[src/rtl/pipe_skid_stage.sv]
// Registered valid/ready pipeline stage with a 2-entry skid buffer.
// All outputs come straight from flops; flush squashes buffered words.
module pipe_skid_stage #(
  parameter int unsigned WIDTH = 8,
  parameter int unsigned CNT_W = 8
) (
  input  logic             clk,
  input  logic             reset_n,
  input  logic             flush,
  input  logic             in_valid,
  output logic             in_ready,
  input  logic [WIDTH-1:0] in_data,
  output logic             out_valid,
  input  logic             out_ready,
  output logic [WIDTH-1:0] out_data,
  output logic [1:0]       occupancy,
  output logic [CNT_W-1:0] xfer_count
);

  typedef enum logic [1:0] {
    S_EMPTY = 2'd0,
    S_ONE   = 2'd1,
    S_FULL  = 2'd2
  } state_t;

  state_t             state_q, state_n;
  logic               main_valid_q, main_valid_n;
  logic [WIDTH-1:0]   main_data_q, main_data_n;
  logic               skid_valid_q, skid_valid_n;
  logic [WIDTH-1:0]   skid_data_q, skid_data_n;
  logic               in_ready_q, in_ready_n;
  logic [CNT_W-1:0]   xfer_q, xfer_n;

  logic accept;
  logic out_ev;

  assign accept = in_valid & in_ready_q;
  assign out_ev = main_valid_q & out_ready;

  always_ff @(posedge clk or negedge reset_n) begin
    if (!reset_n) begin
      state_q      <= S_EMPTY;
      main_valid_q <= 1'b0;
      main_data_q  <= '0;
      skid_valid_q <= 1'b0;
      skid_data_q  <= '0;
      in_ready_q   <= 1'b1;
      xfer_q       <= '0;
    end else begin
      state_q      <= state_n;
      main_valid_q <= main_valid_n;
      main_data_q  <= main_data_n;
      skid_valid_q <= skid_valid_n;
      skid_data_q  <= skid_data_n;
      in_ready_q   <= in_ready_n;
      xfer_q       <= xfer_n;
    end
  end

  always_comb begin
    state_n      = state_q;
    main_valid_n = main_valid_q;
    main_data_n  = main_data_q;
    skid_valid_n = skid_valid_q;
    skid_data_n  = skid_data_q;
    in_ready_n   = in_ready_q;
    // The consumer sampled the word, so the transfer counts even under flush.
    xfer_n       = out_ev ? xfer_q + 1'b1 : xfer_q;

    if (flush) begin
      state_n      = S_EMPTY;
      main_valid_n = 1'b0;
      skid_valid_n = 1'b0;
      in_ready_n   = 1'b1;
    end else begin
      unique case (state_q)
        S_EMPTY: begin
          if (accept) begin
            main_data_n  = in_data;
            main_valid_n = 1'b1;
            state_n      = S_ONE;
          end
        end
        S_ONE: begin
          if (accept && out_ev) begin
            main_data_n = in_data;
          end else if (accept) begin
            skid_data_n  = in_data;
            skid_valid_n = 1'b1;
            in_ready_n   = 1'b0;
            state_n      = S_FULL;
          end else if (out_ev) begin
            main_valid_n = 1'b0;
            state_n      = S_EMPTY;
          end
        end
        S_FULL: begin
          if (out_ev) begin
            main_data_n  = skid_data_q;
            skid_valid_n = 1'b0;
            in_ready_n   = 1'b1;
            state_n      = S_ONE;
          end
        end
        default: begin
          state_n      = S_EMPTY;
          main_valid_n = 1'b0;
          skid_valid_n = 1'b0;
          in_ready_n   = 1'b1;
        end
      endcase
    end
  end

  assign in_ready   = in_ready_q;
  assign out_valid  = main_valid_q;
  assign out_data   = main_data_q;
  assign occupancy  = state_q;
  assign xfer_count = xfer_q;

endmodule
[config.mk]
export PLATFORM = sky130hd
export DESIGN_NAME = pipe_skid_stage
export DESIGN_NICKNAME = d
export VERILOG_FILES = /design/src/rtl/pipe_skid_stage.sv
export SDC_FILE = /design/constraint.sdc
export NUM_CORES = 1
export LEC_CHECK = 0
export ABC_CLOCK_PERIOD_IN_PS = 1900
export CAP_MARGIN = 20
export CORE_UTILIZATION = 30
export CTS_CLUSTER_DIAMETER = 60
export DETAILED_ROUTE_END_ITERATION = 8
export RECOVER_POWER = 50
export SLEW_MARGIN = 5
export SYNTH_ARGS = -nofsm -noshare
export SYNTH_HDL_FRONTEND = slang
export SYNTH_SLANG_ARGS = --single-unit
[constraint.sdc]
create_clock -name clk -period 1.9 [get_ports clk]
set_input_delay 0.19 -clock clk [delete_from_list [all_inputs] [get_ports clk]]
set_output_delay 0.19 -clock clk [all_outputs]
set_load 0.02 [all_outputs]
==> impl_metrics.csv, run 1 <==
group,metric,value,unit
placement,dp_hpwl,1810,um
floorplanning,die_y,67,um
route,drt_iter0_markers,29,
floorplanning,fp-row-count,23,
synth,avgSynthCellArea,11.8,sq um
run_status,outcome,"finished, final reports clean",
route,wl_per_cell,13.1,um
timing,fin_setup_tns,0,ns
route,firstDrtPassIters,4,
final_layout,final_cell_mix,"30 x clkdlybuf4s50_1, 27 x dfrtp_1, 11 x nor2_1",
clock_tree,cts-htree-levels,1,
grt,grt_overflow,0,
synth,syn_inst,107,
route,vias_per_cell,4.76,
floorplanning,num_io_pins,33,
timing,maxSlewHeadroom,0.543,
final_layout,fillers,376,
final_layout,area_growth,31.5,%
setup_path,critPathBufInv,1,
clock_tree,post-cts-setup-buffers,0,
power_and_ir_drop,leakagePower,0.686,nW
grt,antenna_found_initial,0,
timing,hold_viol_final,0,
timing,max_slew.worst_pin.slew,0.686,ns
synth,synth_fp_nets,121,
setup_path,cp.arrival,1.51,ns
grt,grt_max_degree,29,
grt,use_met1,0.156,
timing,setup_viol,0,
clock_tree,cts_buffers,3,
setup_path,crit_chain,"clkdlybuf4s50_1",
final_layout,layout-drive-gt1-share,0.128,
clock_tree,cts_sinks,28,
setup_path,critPathMaxStageDelay,0.63,ns
floorplanning,die_width,67,um
synth,ys_seq_area_frac,0.554,
job,drv_cap,0,
clock_tree,clk_pin_slew,0.09,ns
final_layout,final_nets,156,
route,num_vias,909,
floorplanning,start_util,0.315,
power_and_ir_drop,power_density,1330,nW/um^2
synth,yosysUniqueCellTypes,28,
final_layout,multi_input_comb_area,524,sq um
timing,min_period_over_period,0.893,
setup_path,start_kind,"flip-flop",
timing,skew,0.00400,ns
synth,ys_ff_latch,28,
placement,post-place-ws,0.154,ns
clock_tree,cts_buffer_depth,2,
placement,place.gp.congestion,0.787,
setup_path,cp-end-kind,"output port",
synth,ys.warnings.count,0,
clock_tree,clock_latency,0.27,ns
final_layout,seq_area,702,sq um
synth,synth_area,1270,sq um
clock_tree,cts_tree,"yes",
grt,grtUsageMet2,0.194,
grt,grtUsageMet3,0.0240,
clock_tree,cts_root_buf,"clkbuf_8",
route,ant_nets,0,
timing,period_minus_slack,1.70,ns
timing,max_freq,0.589,GHz
grt,first_global_vias,870,
timing,drv_slew,0,
floorplanning,core_area,4030,sq um
route,drc_errors,0,
grt,busiest_layer,"met2",
final_layout,layout_commonest_cell,"clkdlybuf4s50_1",
power_and_ir_drop,vdd_drop_max,534,uV
placement,io_buffers,32,
clock_tree,hold_buffers,0,
min_path,hold_class,"input port to asynchronous set/reset pin",
clock_tree,ctsResizeCount,0,
grt,track_usage,0.119,
final_layout,utilization,0.414,
route,wl,2500,um
timing,setup_slack,0.203,ns
grt,grt_pass1_wl,4010,um
setup_path,cp.required,1.71,ns
power_and_ir_drop,p_total,2.21,mW
setup_path,cp_top_family,"buffers and inverters",
floorplanning,dieArea,4490,sq um
setup_path,critical_path_class,"flip-flop to output port",
final_layout,antennaDiodeCount,0,
setup_path,path_max_fanout,6,
timing,rsz0062_at_grt,"no",
setup_path,cp_slowest_cell,"clkdlybuf4s50_1",
-- flip-flops by register name, summed over array words and instances (netlist names) --
name         flops
in_ready         1
occupancy        2
out_data         8
out_valid        1
skid_data_q      8
xfer_count       8
-- synth_stat cells --
cell type / number / area share
xnor2_1: 6 / 0.041
nor2b_1: 1 / 0.0049
buf_6: 3 / 0.027
mux2_2: 8 / 0.071
and2b_2: 1 / 0.0069
o31ai_1: 1 / 0.0059
a32o_2: 1 / 0.0089
and2b_4: 1 / 0.0079
nor2_1: 11 / 0.033
mux2i_1: 8 / 0.063
ha_1: 1 / 0.0099
dfrtp_1: 27 / 0.53
nand4_1: 3 / 0.015
nand3_2: 1 / 0.0079
o22ai_1: 2 / 0.0099
a21oi_1: 9 / 0.036
o22a_1: 1 / 0.0069
and4bb_2: 1 / 0.0099
nand2_1: 9 / 0.027
nor3_1: 1 / 0.0039
inv_1: 2 / 0.0059
dfstp_2: 1 / 0.021
a21bo_2: 1 / 0.0079
a31oi_1: 1 / 0.0049
and3_1: 1 / 0.0049
nand3_1: 1 / 0.0039
xor2_1: 2 / 0.014
and2_1: 2 / 0.0099
-- through the flow --
stage	instance area, sq um	cells	hold slack (ns)
final	1670	191	0.477
after global routing	1670	191	0.512
after CTS	1670	191	0.296
after detailed placement	1620	187	0.455
after global placement	1620	187	0.458
after floorplan	1270	107	-0.106
-- power breakdown --
group          leakage, nW  internal [mW]  switching (mW)
sequential           0.338          0.825           0.178
combinational        0.325          0.464           0.416
clock               0.0228          0.150           0.180
total                0.686           1.44           0.774
-- worst paths after layout --
path | startpoint | endpoint | slack (ns) | cells after the start
worst max-delay path | in_ready | in_ready | 0.20 | 1
worst min-delay path | reset_n | out_data[1] | 0.48 | 2
worst max register to register | occupancy[0] | out_data[7] | 0.32 | 4
worst min register to register | xfer_count[7] | xfer_count[7] | 0.48 | 1
max in group asynchronous | reset_n | occupancy[1] | 0.98 | 2
min in group clk | xfer_count[7] | xfer_count[7] | 0.48 | 1
-- logic make-up (layout without fill, tap and decap cells) --
logic type / count (synthesis) / in the layout / synth area share
AOI/OAI and AO/OA: 16 / 16 / 0.0800
xor gates and xnor gates: 8 / 8 / 0.0553
adders and majority gates: 1 / 1 / 0.00987
buffers and inverters: 5 / 39 / 0.0326
DFF: 28 / 28 / 0.554
muxes: 16 / 16 / 0.134
and+or+nand+nor: 33 / 33 / 0.134
-- area by class of cell --
type | instances | area share
timing repair buffer | 33 | 0.195
sequential | 28 | 0.421
multi-input combinational | 74 | 0.315
tap | 50 | 0.0375
clock buffer | 4 | 0.0270
inverter | 2 | 0.00450
-- per-layer routing --
metal	wire length, um	up-vias	share of wire
met2	1190	22	0.47
met4	22	0	0.0088
met5	0	-	0
met1	1180	445	0.47
li1	-	438	-
met3	112	4	0.045
Power figures use the tool's default switching activity.
==> run 2: changes to the inputs <==
--- a/config.mk
+++ b/config.mk
@@ -7,9 +7,12 @@
 export LEC_CHECK = 0
 export ABC_CLOCK_PERIOD_IN_PS = 1900
 export CAP_MARGIN = 20
+export CELL_PAD_IN_SITES_DETAIL_PLACEMENT = 1
+export CELL_PAD_IN_SITES_GLOBAL_PLACEMENT = 1
 export CORE_UTILIZATION = 30
-export CTS_CLUSTER_DIAMETER = 60
+export CTS_CLUSTER_DIAMETER = 80
 export DETAILED_ROUTE_END_ITERATION = 8
+export PLACE_DENSITY_LB_ADDON = 0.1
 export RECOVER_POWER = 50
 export SLEW_MARGIN = 5
 export SYNTH_ARGS = -nofsm -noshare
==> impl_metrics.csv, run 2 (synthesis gave the netlist of run 1 again) <==
group,metric,value,unit
run_status,outcome,"finished, final reports clean",
timing,drv_slew,0,
clock_tree,ctsResizeCount,0,
final_layout,multi_input_comb_area,524,sq um
floorplanning,core_area,4030,sq um
final_layout,antennaDiodeCount,0,
final_layout,area_growth,32.3,%
final_layout,final_cell_mix,"30 x clkdlybuf4s50_1, 27 x dfrtp_1, 11 x nor2_1",
floorplanning,start_util,0.315,
route,vias_per_cell,4.91,
setup_path,path_depth,1,
clock_tree,hold_buffers,0,
grt,antenna_found_initial,0,
floorplanning,fp-row-count,23,
timing,max_freq,0.583,GHz
clock_tree,cts_root_buf,"clkbuf_8",
power_and_ir_drop,seqPwrFrac,0.444,
setup_path,r2r-end,"out_data[1]",
grt,grt_pass1_wl,4590,um
floorplanning,die_width,67,um
final_layout,layout_commonest_cell,"clkdlybuf4s50_1",
job,drv_cap,0,
grt,grt_max_degree,29,
timing,hold_viol_final,0,
timing,maxSlewHeadroom,0.526,
setup_path,critPathBufInv,1,
timing,setup_viol,0,
grt,track_usage,0.140,
route,num_vias,937,
placement,dp_hpwl,1920,um
setup_path,cp-end-kind,"output port",
clock_tree,cts_sinks,28,
clock_tree,cts_tree,"yes",
setup_path,cp.arrival,1.53,ns
setup_path,rrSetupSlack,0.30,ns
final_layout,fillers,446,
timing,skew,0.00331,ns
timing,setup_slack,0.184,ns
setup_path,crit_chain,"clkdlybuf4s50_1",
route,drc_errors,0,
power_and_ir_drop,vdd_drop_max,487,uV
min_path,hold_class,"flip-flop to flip-flop",
clock_tree,cts_buffers,3,
timing,period_minus_slack,1.72,ns
final_layout,seq_area,702,sq um
setup_path,cp-startpoint,"in_ready",
placement,io_buffers,32,
power_and_ir_drop,power_frac_clock,0.162,
route,ant_nets,0,
timing,rsz0062_at_grt,"no",
setup_path,cp_slowest_cell,"clkdlybuf4s50_1",
timing,min_period_over_period,0.903,
setup_path,ff2ff_path_depth,4,
setup_path,cp.required,1.71,ns
timing,fin_setup_tns,0,ns
placement,post-place-ws,0.0977,ns
power_and_ir_drop,p_sw,762,uW
power_and_ir_drop,power_density,1330,nW/um^2
route,firstDrtPassIters,2,
setup_path,cp_top_family,"buffers and inverters",
grt,first_global_vias,949,
setup_path,critical_path_class,"flip-flop to output port",
placement,placed_area,1620,sq um
clock_tree,cts_buffer_depth,2,
clock_tree,clk_pin_slew,0.09,ns
power_and_ir_drop,leakagePower,0.692,nW
route,drt_iter0_markers,24,
floorplanning,dieArea,4490,sq um
power_and_ir_drop,swShare,0.341,
grt,grt_overflow,0,
setup_path,path_max_fanout,6,
route,wl_per_cell,14.0,um
setup_path,regToRegStartpoint,"occupancy[0]",
final_layout,finalInstanceArea,1680,sq um
route,wl,2680,um
placement,place.gp.congestion,0.838,
final_layout,layout-drive-gt1-share,0.135,
setup_path,endpoint,"in_ready",
floorplanning,die_y,67,um
timing,max_slew.worst_pin.slew,0.712,ns
setup_path,critPathMaxStageDelay,0.64,ns
power_and_ir_drop,p_int,1.47,mW
power_and_ir_drop,combPwrFrac,0.393,
clock_tree,cts-htree-levels,1,
final_layout,final_nets,156,
setup_path,start_kind,"flip-flop",
floorplanning,num_io_pins,33,
clock_tree,clock_latency,0.27,ns
final_layout,utilization,0.416,
clock_tree,post-cts-setup-buffers,0,
[run 2: area by class of cell]
class / count / area share
well taps: 50 / 0.0373
repair buffers: 33 / 0.194
inverters: 2 / 0.00448
flip-flops and latches: 28 / 0.419
multi-input cells: 74 / 0.313
clock buffers: 4 / 0.0328
[run 2: routing by layer]
metal	GRT usage	share of wire
met5	0	0
met4	0.0399	0.012
met3	0.0428	0.043
met2	0.234	0.51
met1	0.170	0.44
[run 2: worst min path at each step]
stage | cells after the start | slack [ns] | to | startpoint
finish | 1 | 0.48 | xfer_count[7] | xfer_count[7]
floorplan | 0 | -0.11 | occupancy[0] | reset_n
CTS | 2 | 0.30 | out_valid | reset_n
global route | 1 | 0.50 | xfer_count[7] | xfer_count[7]
global placement | 1 | 0.46 | xfer_count[7] | xfer_count[7]
detailed placement | 1 | 0.47 | xfer_count[7] | xfer_count[7]
[run 2: power groups by stage]
stage,Sequential (mW),Combinational (mW),Clock (mW)
finish,0.993,0.880,0.363
global route,1.04,0.965,0.408
CTS,1.00,0.903,0.389
detailed placement,1.01,0.899,0
global placement,1.00,0.879,0
floorplan,1.16,0.342,0
[run 2: metrics by stage]
step,total power [mW],instances,hold slack (ns)
finish,2.24,191,0.477
global route,2.41,191,0.496
CTS,2.29,191,0.302
detailed placement,1.91,187,0.473
global placement,1.88,187,0.457
floorplan,1.50,107,-0.106
